$ cat src/rtl/bridge_dataslot_read_arbiter_pkg.sv
// Shared types for the dataslot read arbiter.
//   dataslot_rd_status_t : completion status {timeout, err[2:0]}; all-zero means success
//   dataslot_rd_req_t    : one captured read command
//   dataslot_rd_state_e  : arbiter FSM states
package bridge_dataslot_read_arbiter_pkg;

  typedef struct packed {
    logic       timeout;
    logic [2:0] err;
  } dataslot_rd_status_t;

  typedef struct packed {
    logic [15:0] slot_id;
    logic [31:0] slot_offset;
    logic [31:0] bridge_addr;
    logic [31:0] length;
  } dataslot_rd_req_t;

  typedef enum logic [1:0] {
    IDLE      = 2'd0,
    ISSUE     = 2'd1,
    WAIT_DONE = 2'd2,
    RESPOND   = 2'd3
  } dataslot_rd_state_e;

  localparam dataslot_rd_status_t STATUS_TIMEOUT = '{timeout: 1'b1, err: 3'b000};

endpackage

$ cat src/rtl/bridge_dataslot_read_arbiter_rr_arbiter.sv
// Combinational round-robin arbiter.
//   req   : request vector
//   ptr   : highest-priority index; the scan runs upward from here with wrap
//   grant : one-hot grant (zero when no request)
//   idx   : index of the granted bit
//   any   : at least one request present
module rr_arbiter #(
  parameter int N     = 4,
  parameter int IDX_W = (N > 1) ? $clog2(N) : 1
) (
  input  logic [N-1:0]     req,
  input  logic [IDX_W-1:0] ptr,
  output logic [N-1:0]     grant,
  output logic [IDX_W-1:0] idx,
  output logic             any
);

  int               cand;
  logic [IDX_W-1:0] cand_idx;

  always_comb begin
    grant    = '0;
    idx      = '0;
    any      = 1'b0;
    cand     = 0;
    cand_idx = '0;
    for (int k = 0; k < N; k++) begin
      cand = int'(ptr) + k;
      if (cand >= N) cand = cand - N;
      cand_idx = IDX_W'(cand);
      if (!any && req[cand_idx]) begin
        any             = 1'b1;
        idx             = cand_idx;
        grant[cand_idx] = 1'b1;
      end
    end
  end

endmodule

$ cat src/rtl/bridge_dataslot_read_arbiter.sv
// Shares the target_dataslot_read command channel between NUM_REQ requesters.
// Round-robin grant, host handshake (read -> ack -> done), then a one-cycle
// completion pulse with status back to the winner.
//
// Ports:
//   clk, reset_n                 bridge clock, synchronous active-low reset
//   req_valid/req_*              per-requester command, fields packed i*W +: W
//   req_ready                    one-hot pulse, request accepted and captured
//   rsp_valid/rsp_status         one-hot completion pulse and {timeout, err}
//   target_dataslot_*            command channel toward the host handler
//   busy                         high outside IDLE
//
// state     | meaning
// IDLE      | arbitrate; grant captures fields and pulses req_ready
// ISSUE     | read strobe high, waiting for ack (ack+done together -> RESPOND)
// WAIT_DONE | waiting for done
// RESPOND   | rsp_valid pulse to the granted requester, no arbitration
module bridge_dataslot_read_arbiter
  import bridge_dataslot_read_arbiter_pkg::*;
#(
  parameter int NUM_REQ        = 4,
  parameter int TIMEOUT_CYCLES = 2**24
) (
  input  logic                  clk,
  input  logic                  reset_n,
  input  logic [NUM_REQ-1:0]    req_valid,
  input  logic [NUM_REQ*16-1:0] req_slot_id,
  input  logic [NUM_REQ*32-1:0] req_slot_offset,
  input  logic [NUM_REQ*32-1:0] req_bridge_addr,
  input  logic [NUM_REQ*32-1:0] req_length,
  output logic [NUM_REQ-1:0]    req_ready,
  output logic [NUM_REQ-1:0]    rsp_valid,
  output logic [3:0]            rsp_status,
  output logic                  target_dataslot_read,
  output logic [15:0]           target_dataslot_id,
  output logic [31:0]           target_dataslot_slotoffset,
  output logic [31:0]           target_dataslot_bridgeaddr,
  output logic [31:0]           target_dataslot_length,
  input  logic                  target_dataslot_ack,
  input  logic                  target_dataslot_done,
  input  logic [2:0]            target_dataslot_err,
  output logic                  busy
);

  localparam int IDX_W = $clog2(NUM_REQ);
  localparam int CNT_W = (TIMEOUT_CYCLES > 1) ? $clog2(TIMEOUT_CYCLES) : 1;

  dataslot_rd_state_e  state_q, state_d;
  dataslot_rd_req_t    fields_q, req_mux;
  dataslot_rd_status_t status_q, status_d;
  logic [IDX_W-1:0]    rr_ptr_q, g_q, next_ptr;
  logic [NUM_REQ-1:0]  req_ready_q;
  logic [CNT_W-1:0]    cnt_q;
  logic                grant_en;
  logic                tmo;

  logic [NUM_REQ-1:0]  arb_grant;
  logic [IDX_W-1:0]    arb_idx;
  logic                arb_any;

  rr_arbiter #(
    .N     (NUM_REQ),
    .IDX_W (IDX_W)
  ) u_rr_arbiter (
    .req   (req_valid),
    .ptr   (rr_ptr_q),
    .grant (arb_grant),
    .idx   (arb_idx),
    .any   (arb_any)
  );

  always_comb begin
    req_mux = '0;
    for (int i = 0; i < NUM_REQ; i++) begin
      if (arb_grant[i]) begin
        req_mux.slot_id     = req_slot_id[i*16 +: 16];
        req_mux.slot_offset = req_slot_offset[i*32 +: 32];
        req_mux.bridge_addr = req_bridge_addr[i*32 +: 32];
        req_mux.length      = req_length[i*32 +: 32];
      end
    end
  end

  assign next_ptr = (arb_idx == IDX_W'(NUM_REQ - 1)) ? '0 : arb_idx + 1'b1;

  // Counter holds the number of elapsed ISSUE/WAIT_DONE cycles; the abort
  // edge is the one that would take it past TIMEOUT_CYCLES-1.
  assign tmo = (TIMEOUT_CYCLES != 0) && (cnt_q == CNT_W'(TIMEOUT_CYCLES - 1));

  always_comb begin
    state_d  = state_q;
    status_d = status_q;
    grant_en = 1'b0;
    case (state_q)
      IDLE: begin
        if (arb_any) begin
          grant_en = 1'b1;
          state_d  = ISSUE;
        end
      end
      ISSUE: begin
        // done only counts once the command is acked; a timeout beats a lone ack
        if (target_dataslot_ack && target_dataslot_done) begin
          status_d = '{timeout: 1'b0, err: target_dataslot_err};
          state_d  = RESPOND;
        end else if (tmo) begin
          status_d = STATUS_TIMEOUT;
          state_d  = RESPOND;
        end else if (target_dataslot_ack) begin
          state_d = WAIT_DONE;
        end
      end
      WAIT_DONE: begin
        if (target_dataslot_done) begin
          status_d = '{timeout: 1'b0, err: target_dataslot_err};
          state_d  = RESPOND;
        end else if (tmo) begin
          status_d = STATUS_TIMEOUT;
          state_d  = RESPOND;
        end
      end
      RESPOND: state_d = IDLE;
      default: state_d = IDLE;
    endcase
  end

  always_ff @(posedge clk) begin
    if (!reset_n) begin
      state_q     <= IDLE;
      status_q    <= '0;
      fields_q    <= '0;
      rr_ptr_q    <= '0;
      g_q         <= '0;
      req_ready_q <= '0;
      cnt_q       <= '0;
    end else begin
      state_q     <= state_d;
      status_q    <= status_d;
      req_ready_q <= grant_en ? arb_grant : '0;
      if (grant_en) begin
        fields_q <= req_mux;
        g_q      <= arb_idx;
        rr_ptr_q <= next_ptr;
        cnt_q    <= '0;
      end else if ((state_q == ISSUE || state_q == WAIT_DONE) && cnt_q != '1) begin
        cnt_q <= cnt_q + 1'b1;
      end
    end
  end

  always_comb begin
    rsp_valid  = '0;
    rsp_status = '0;
    if (state_q == RESPOND) begin
      rsp_valid[g_q] = 1'b1;
      rsp_status     = status_q;
    end
  end

  assign req_ready                  = req_ready_q;
  assign busy                       = (state_q != IDLE);
  assign target_dataslot_read       = (state_q == ISSUE);
  assign target_dataslot_id         = fields_q.slot_id;
  assign target_dataslot_slotoffset = fields_q.slot_offset;
  assign target_dataslot_bridgeaddr = fields_q.bridge_addr;
  assign target_dataslot_length     = fields_q.length;

endmodule

$ cat config.mk
export PLATFORM = sky130hd
export DESIGN_NAME = bridge_dataslot_read_arbiter
export DESIGN_NICKNAME = d
export VERILOG_FILES = /design/src/rtl/bridge_dataslot_read_arbiter_pkg.sv /design/src/rtl/bridge_dataslot_read_arbiter_rr_arbiter.sv /design/src/rtl/bridge_dataslot_read_arbiter.sv
export SDC_FILE = /design/constraint.sdc
export NUM_CORES = 1
export LEC_CHECK = 0
export ABC_AREA = 1
export CELL_PAD_IN_SITES_DETAIL_PLACEMENT = 1
export CELL_PAD_IN_SITES_GLOBAL_PLACEMENT = 2
export CORE_AREA = 5 5 245 247
export CTS_BUF_LIST = sky130_fd_sc_hd__clkbuf_4 sky130_fd_sc_hd__clkbuf_8
export DETAILED_ROUTE_END_ITERATION = 12
export DIE_AREA = 0 0 250 252
export PLACE_DENSITY_LB_ADDON = 0.1
export SLEW_MARGIN = 20
export SYNTH_ARGS = -nofsm -noshare
export SYNTH_HDL_FRONTEND = slang
export SYNTH_SLANG_ARGS = --single-unit
$ cat constraint.sdc
create_clock -name clk -period 3.3 [get_ports clk]
set_input_delay 0.66 -clock clk [delete_from_list [all_inputs] [get_ports clk]]
set_output_delay 0.66 -clock clk [all_outputs]
set_load 0.1 [all_outputs]
==> out/results.tsv, run 1 <==
metric	value	unit
status	completed	
Resized cells post-CTS	0	
Synth top area share	0.3037	
Placement Cell Area	17330	um^2
Core Area	57370	um^2
part of the power in combinational logic	0.761	
worst path bufs/invs	4	
setup violators final	0	
Placer Congestion	0.8331	
Clk pin slew, worst setup/hold paths	0.10	ns
Max-slew headroom	0.4374	
Total Wirelength	65710	um
Non-Filler Instances	3272	
die area	63000	um^2
Hold Vio Cnt, Final	0	
Syn. warnings	0	
delay-heaviest family, CP	simple AND/OR/NAND/NOR gates	
Yosys top cell by area	nand2_1	
hold crit path type	flop to flop	
Initial Util	0.1887	
Pint	7.020	mW
post-route cell area	17780	um^2
synthesized cell area	10830	um^2
largest net degree at the start of global routing	76	
initial antenna violation count	28	
CTS root buffer	clkbuf_8	
Post-Route Skew	0.01947	ns
Max FO, Critical Path	32	
layout cells sized above 1	0.08956	
Switching Share	0.5967	
register area share after synthesis	0.2774	
leakage power	9.088	nW
Die Width	250	um
Max clock buf depth	2	
FFs w/ async S/R, synth	0	
Min Clock Period, post-route	2.917	ns
Post-synth EDFFs	0	
Seq cells post-synth	150	
unrepaired setup endpoints after global routing	false	
vias in the first global route	14618	
data arrival time of the worst path	3.38	ns
htree depth	4	
most common cell in the netlist	nand2_1	
kind of critical path	flop to flop	
later-pin clock latency in the skew report	0.56	ns
Slew Viols, Final	0	
io pins	585	
sequential share of power	0.146	
Routed Antenna Nets	0	
crit end category	flop	
# rows	88	
initial drt markers	412	
drt wl/cell	20.08	um
Max IR drop VDD	0.4764	mV
crit path cell chain	inv_1 > ha_1 > inv_1 > nand3_1 > nand2_1 > nand3_1 > nor2_2 > nand2_1 > nand3_4 > buf_12 > buf_12 > a21oi_1 > nand2_1 > nand2_1 > nand2_1 > nand2_1	
Post-Syn Nets	2415	
via count	14100	
Max-cap violations	0	
cell area power density	979.1	nW/um^2
vias per cell	4.309	
Worst path slowest cell	dfxtp_1	
clock network fraction of design power	0.093	
Post-CTS Setup Inserts	0	
critical path's most frequent cell	nand2_1	
synth cell count leaders	876 x nand2_1, 357 x a21oi_1, 277 x inv_1	
hpwl dp	51550	um
global-route wire length before repair	94700	um
Pre-antenna DRT Iters	4	
DRC viols	0	
type of origin of the critical path	flop	
buffers added on ports	584	
CTS sink cnt	150	
cts bufs inserted	17	
clock tree from TritonCTS	done	
Vert. Die Dim	252	um
Mapped Cells	1943	
area growth from synthesis to layout	64.22	%
Sw Pwr	10.39	mW
Inst Count DP	3223	
post-cts hold buffer count	0	
nets	2949	
setup_tns	0	ns
ys flop type	dfxtp_1	
Global Route Usage Sum	0.1986	
Pwr Total	17.41	mW
Tightest Pin Transition	0.8408	ns
Cell variety after synth	36	
largest cells by area after synthesis	nand2_1 30%, dfxtp_1 28%, a21oi_1 17%	
Mean Syn Cell Area	5.571	um^2
slowest stage delay, CP	0.51	ns
total global routing overflow	0	
Period Utilization, post-route	0.8839	
WP data required	3.76	ns
Peak Freq	342.8	MHz
[state kept, by name (all words and copies together), names as in the netlist, named ones only]
register and flops:
cnt_q 24, g_q 2, req_ready 4, rr_ptr_q 1, state_q 2, status_q 4
target_dataslot_bridgeaddr 32, target_dataslot_id 16, target_dataslot_length 32, target_dataslot_slotoffset 32
[layout by cell type, fill, tap and decap left out, types with 13 or more instances in the layout]
master	synthesis	routed
nor3_1	21	21
nor2_1	30	30
a21oi_1	357	357
buf_4	24	146
nand3_1	28	27
inv_1	277	277
dfxtp_1	150	150
buf_12	0	24
nand4_1	13	13
o21ai_0	19	19
nand2_1	876	876
clkbuf_8	0	17
clkdlybuf4s50_1	0	458
diode_2	0	17
ha_1	13	13
[cells by family after synthesis]
family | count (synthesis) | synth area share
flops | 150 | 0.2774
compound gates | 389 | 0.1835
xor+xnor | 10 | 0.008091
buf+inv | 395 | 0.1587
fa+ha+maj | 13 | 0.01503
simple gates | 986 | 0.3573
[through the flow]
stage,utilization,setup slack (ns),hold WS (ns)
final,0.3099,0.3832,0.4582
after detailed placement,0.3021,0.2372,0.4415
after global routing,0.3095,0.09989,0.4784
after floorplan,-,-0.06470,0.4516
after CTS,0.3092,0.3364,0.4605
after global placement,0.3021,0.2782,0.4391
[layout make-up]
type	instances	area, um^2
Clock buffer	18	241.5
Fill cell	7379	39590
Inverter	282	1061
Timing Repair Buffer	628	6161
Clock inverter	14	161.4
Antenna cell	17	42.54
Tap cell	765	957.2
Multi-Input combinational cell	1398	6150
Sequential cell	150	3003
[worst register-to-register path, stage by stage (launching register included)]
cell and delay (ns):
dfxtp_1 0.51, inv_1 0.22, ha_1 0.41, inv_1 0.13, nand3_1 0.08, nand2_1 0.12, nand3_1 0.10, nor2_2 0.18
nand2_1 0.13, nand3_4 0.13, buf_12 0.23, buf_12 0.25, a21oi_1 0.07, nand2_1 0.12, nand2_1 0.06, nand2_1 0.05
nand2_1 0.04
[per-layer routing]
metal | GRT usage | up-vias | part of all wire | wire length [um]
met5 | 0 | - | 0.0028 | 182
met4 | 0.05286 | 26 | 0.015 | 1012
met3 | 0.07144 | 71 | 0.066 | 4305
met2 | 0.3448 | 338 | 0.50 | 32590
met1 | 0.2335 | 6600 | 0.42 | 27620
li1 | - | 7065 | - | -
[final timing paths]
| check | start | to | slack, ns | cells past startpoint |
|---|---|---|---|---|
| max | rr_ptr_q[1] | target_dataslot_length[31] | 0.38 | 16 |
| min | target_dataslot_slotoffset[5] | target_dataslot_slotoffset[5] | 0.46 | 2 |
| max reg2reg | rr_ptr_q[1] | target_dataslot_length[31] | 0.38 | 16 |
| min reg2reg | target_dataslot_slotoffset[5] | target_dataslot_slotoffset[5] | 0.46 | 2 |
[power by group through the flow]
stage	clock [mW]	sequential (mW)	combinational (mW)
4_1_cts	1.74	2.54	13.5
6_report	1.62	2.54	13.2
3_5_place_dp	0	2.58	13.5
3_3_place_gp	0	2.57	13.4
2_1_floorplan	0	5.04	6.80
5_1_grt	1.79	2.59	14.6
Note: power is estimated with default switching activity, not from simulation.
==> run 2: changes to the inputs <==
--- a/config.mk
+++ b/config.mk
@@ -8,10 +8,10 @@
 export ABC_AREA = 1
 export CELL_PAD_IN_SITES_DETAIL_PLACEMENT = 1
 export CELL_PAD_IN_SITES_GLOBAL_PLACEMENT = 2
-export CORE_AREA = 5 5 245 247
+export CORE_AREA = 2 2 242 244
 export CTS_BUF_LIST = sky130_fd_sc_hd__clkbuf_4 sky130_fd_sc_hd__clkbuf_8
 export DETAILED_ROUTE_END_ITERATION = 12
-export DIE_AREA = 0 0 250 252
+export DIE_AREA = 0 0 244 246
 export PLACE_DENSITY_LB_ADDON = 0.1
 export SLEW_MARGIN = 20
 export SYNTH_ARGS = -nofsm -noshare
==> out/results.tsv, run 2 (synthesis results as in run 1) <==
metric	value	unit	change
status	completed		
initial drt markers	450		+9.2%
layout cells sized above 1	0.09069		+0.001132
total global routing overflow	0		unchanged
buffers added on ports	584		unchanged
commonest non-fill, non-tap cell in the layout	nand2_1		
Max-cap violations	0		unchanged
Total Wirelength	63750	um	-3.0%
DRC viols	0		unchanged
hold crit path type	flop to flop		
crit end category	flop		
Inst Count DP	3225		+0.062%
Slew Viols, Final	0		unchanged
Global Route Usage Sum	0.2075		+0.008839
Post-CTS Setup Inserts	0		unchanged
nets	2951		+0.068%
WP data required	3.76	ns	about the same
post-cts hold buffer count	0		unchanged
Placement Cell Area	17380	um^2	+0.30%
CTS root buffer	clkbuf_8		
Max FO, Critical Path	35		+9.4%
Period Utilization, post-route	0.8699		-0.01395
leakage power	9.108	nW	+0.22%
# rows	88		unchanged
Routed Antenna Nets	0		unchanged
Die Width	244	um	-2.4%
global-route wire length before repair	92640	um	-2.2%
GRT met2 Usage	0.3496		+0.004793
largest net degree at the start of global routing	79		+3.9%
Max IR drop VDD	0.5119	mV	+7.5%
most frequent cells in the layout	876 x nand2_1, 458 x clkdlybuf4s50_1, 357 x a21oi_1		
Placer Congestion	0.8620		+3.5%
met3 Use GR	0.07320		+0.001767
vias in the first global route	14588		-0.21%
cts bufs inserted	17		unchanged
type of origin of the critical path	flop		
clock tree from TritonCTS	done		
hpwl dp	50110	um	-2.8%
final setup margin	0.4292	ns	+0.04603 ns
post-placement setup slack	0.2239	ns	-0.01326 ns
Clk pin slew, worst setup/hold paths	0.11	ns	about the same
vias per cell	4.274		-0.82%
GRT Max-Usage Layer	met2		
Max clock buf depth	2		unchanged
kind of critical path	flop to flop		
drt wl/cell	19.47	um	-3.0%
htree depth	4		unchanged
Max-slew headroom	0.5726		+0.1352
post-route cell area	17820	um^2	+0.26%
Non-Filler Instances	3274		+0.061%
cell area power density	975.9	nW/um^2	-0.33%
Core Area	57370	um^2	unchanged
Post-Route Skew	0.01025	ns	-0.009220 ns
data arrival time of the worst path	3.34	ns	-0.04 ns
initial antenna violation count	27		-3.6%
unrepaired setup endpoints after global routing	false		
io pins	585		unchanged
Vert. Die Dim	246	um	-2.4%
Initial Util	0.1887		unchanged
setup violators final	0		unchanged
Peak Freq	348.3	MHz	+1.6%
later-pin clock latency in the skew report	0.56	ns	about the same
die area	60020	um^2	-4.7%
Min Clock Period, post-route	2.871	ns	-0.04603 ns
via count	13993		-0.76%
Tightest Pin Transition	0.6362	ns	-0.2045 ns
area growth from synthesis to layout	64.64	%	
Hold Vio Cnt, Final	0		unchanged
Pre-antenna DRT Iters	4		unchanged
GR Util met1	0.2449		+0.01147
CTS sink cnt	150		unchanged
-- run 2: path summary, 6_finish.rpt --
| check | start | to | slack, ns | cells after the start |
|---|---|---|---|---|
| setup reg to reg | rr_ptr_q[1] | target_dataslot_slotoffset[18] | 0.43 | 14 |
| hold / removal | target_dataslot_bridgeaddr[27] | target_dataslot_bridgeaddr[27] | 0.46 | 2 |
| setup / recovery | rr_ptr_q[1] | target_dataslot_slotoffset[18] | 0.43 | 14 |
| hold reg to reg | target_dataslot_bridgeaddr[27] | target_dataslot_bridgeaddr[27] | 0.46 | 2 |
-- run 2: through the flow --
stage | power (mW) | TNS (ns) | util | hold slack, ns
after global placement | 15.96 | 0 | 0.3030 | 0.4382
after CTS | 17.82 | 0 | 0.3099 | 0.4607
after global routing | 19.09 | 0 | 0.3104 | 0.4713
after floorplan | 11.83 | -0.2588 | - | 0.4516
final | 17.39 | 0 | 0.3107 | 0.4575
after detailed placement | 16.11 | 0 | 0.3030 | 0.4422
-- run 2: area by class of cell --
class                      instances  area, um^2
clock inverter                    15       161.4
fill                            7325       39540
inverter                         282        1061
antenna                           17       42.54
multi-input combinational       1398        6150
sequential                       150        3004
clock buffer                      17       234.0
timing repair buffer             630        6213
tap                              765       957.2
-- run 2: timing repair --
item                                    in CTS  in global routing
resized for setup                            0                  1
endpoints found under the setup margin       0                  5
endpoints found under the hold margin        0                  0
-- run 2: routing by layer --
layer	part of all wire	routed length (um)
met1	0.42	26790
met2	0.48	30740
met3	0.073	4663
met4	0.023	1440
met5	0.0019	120
-- run 2: critical path: stages, from the launching register on --
cell	delay [ns]
dfxtp_2	0.43
inv_1	0.17
ha_1	0.42
inv_1	0.10
nand3_1	0.09
nand2_1	0.10
nor2_2	0.26
a21oi_2	0.12
nand3_4	0.13
buf_4	0.45
a21oi_1	0.20
nand2_1	0.11
nand2_1	0.05
nand2_1	0.05
nand2_1	0.05
-- run 2: report_power, final --
part,internal (mW),leakage (nW),switching (mW)
combinational,4.12,7.68,9.14
clock,0.627,0.197,0.971
sequential,2.28,1.23,0.254
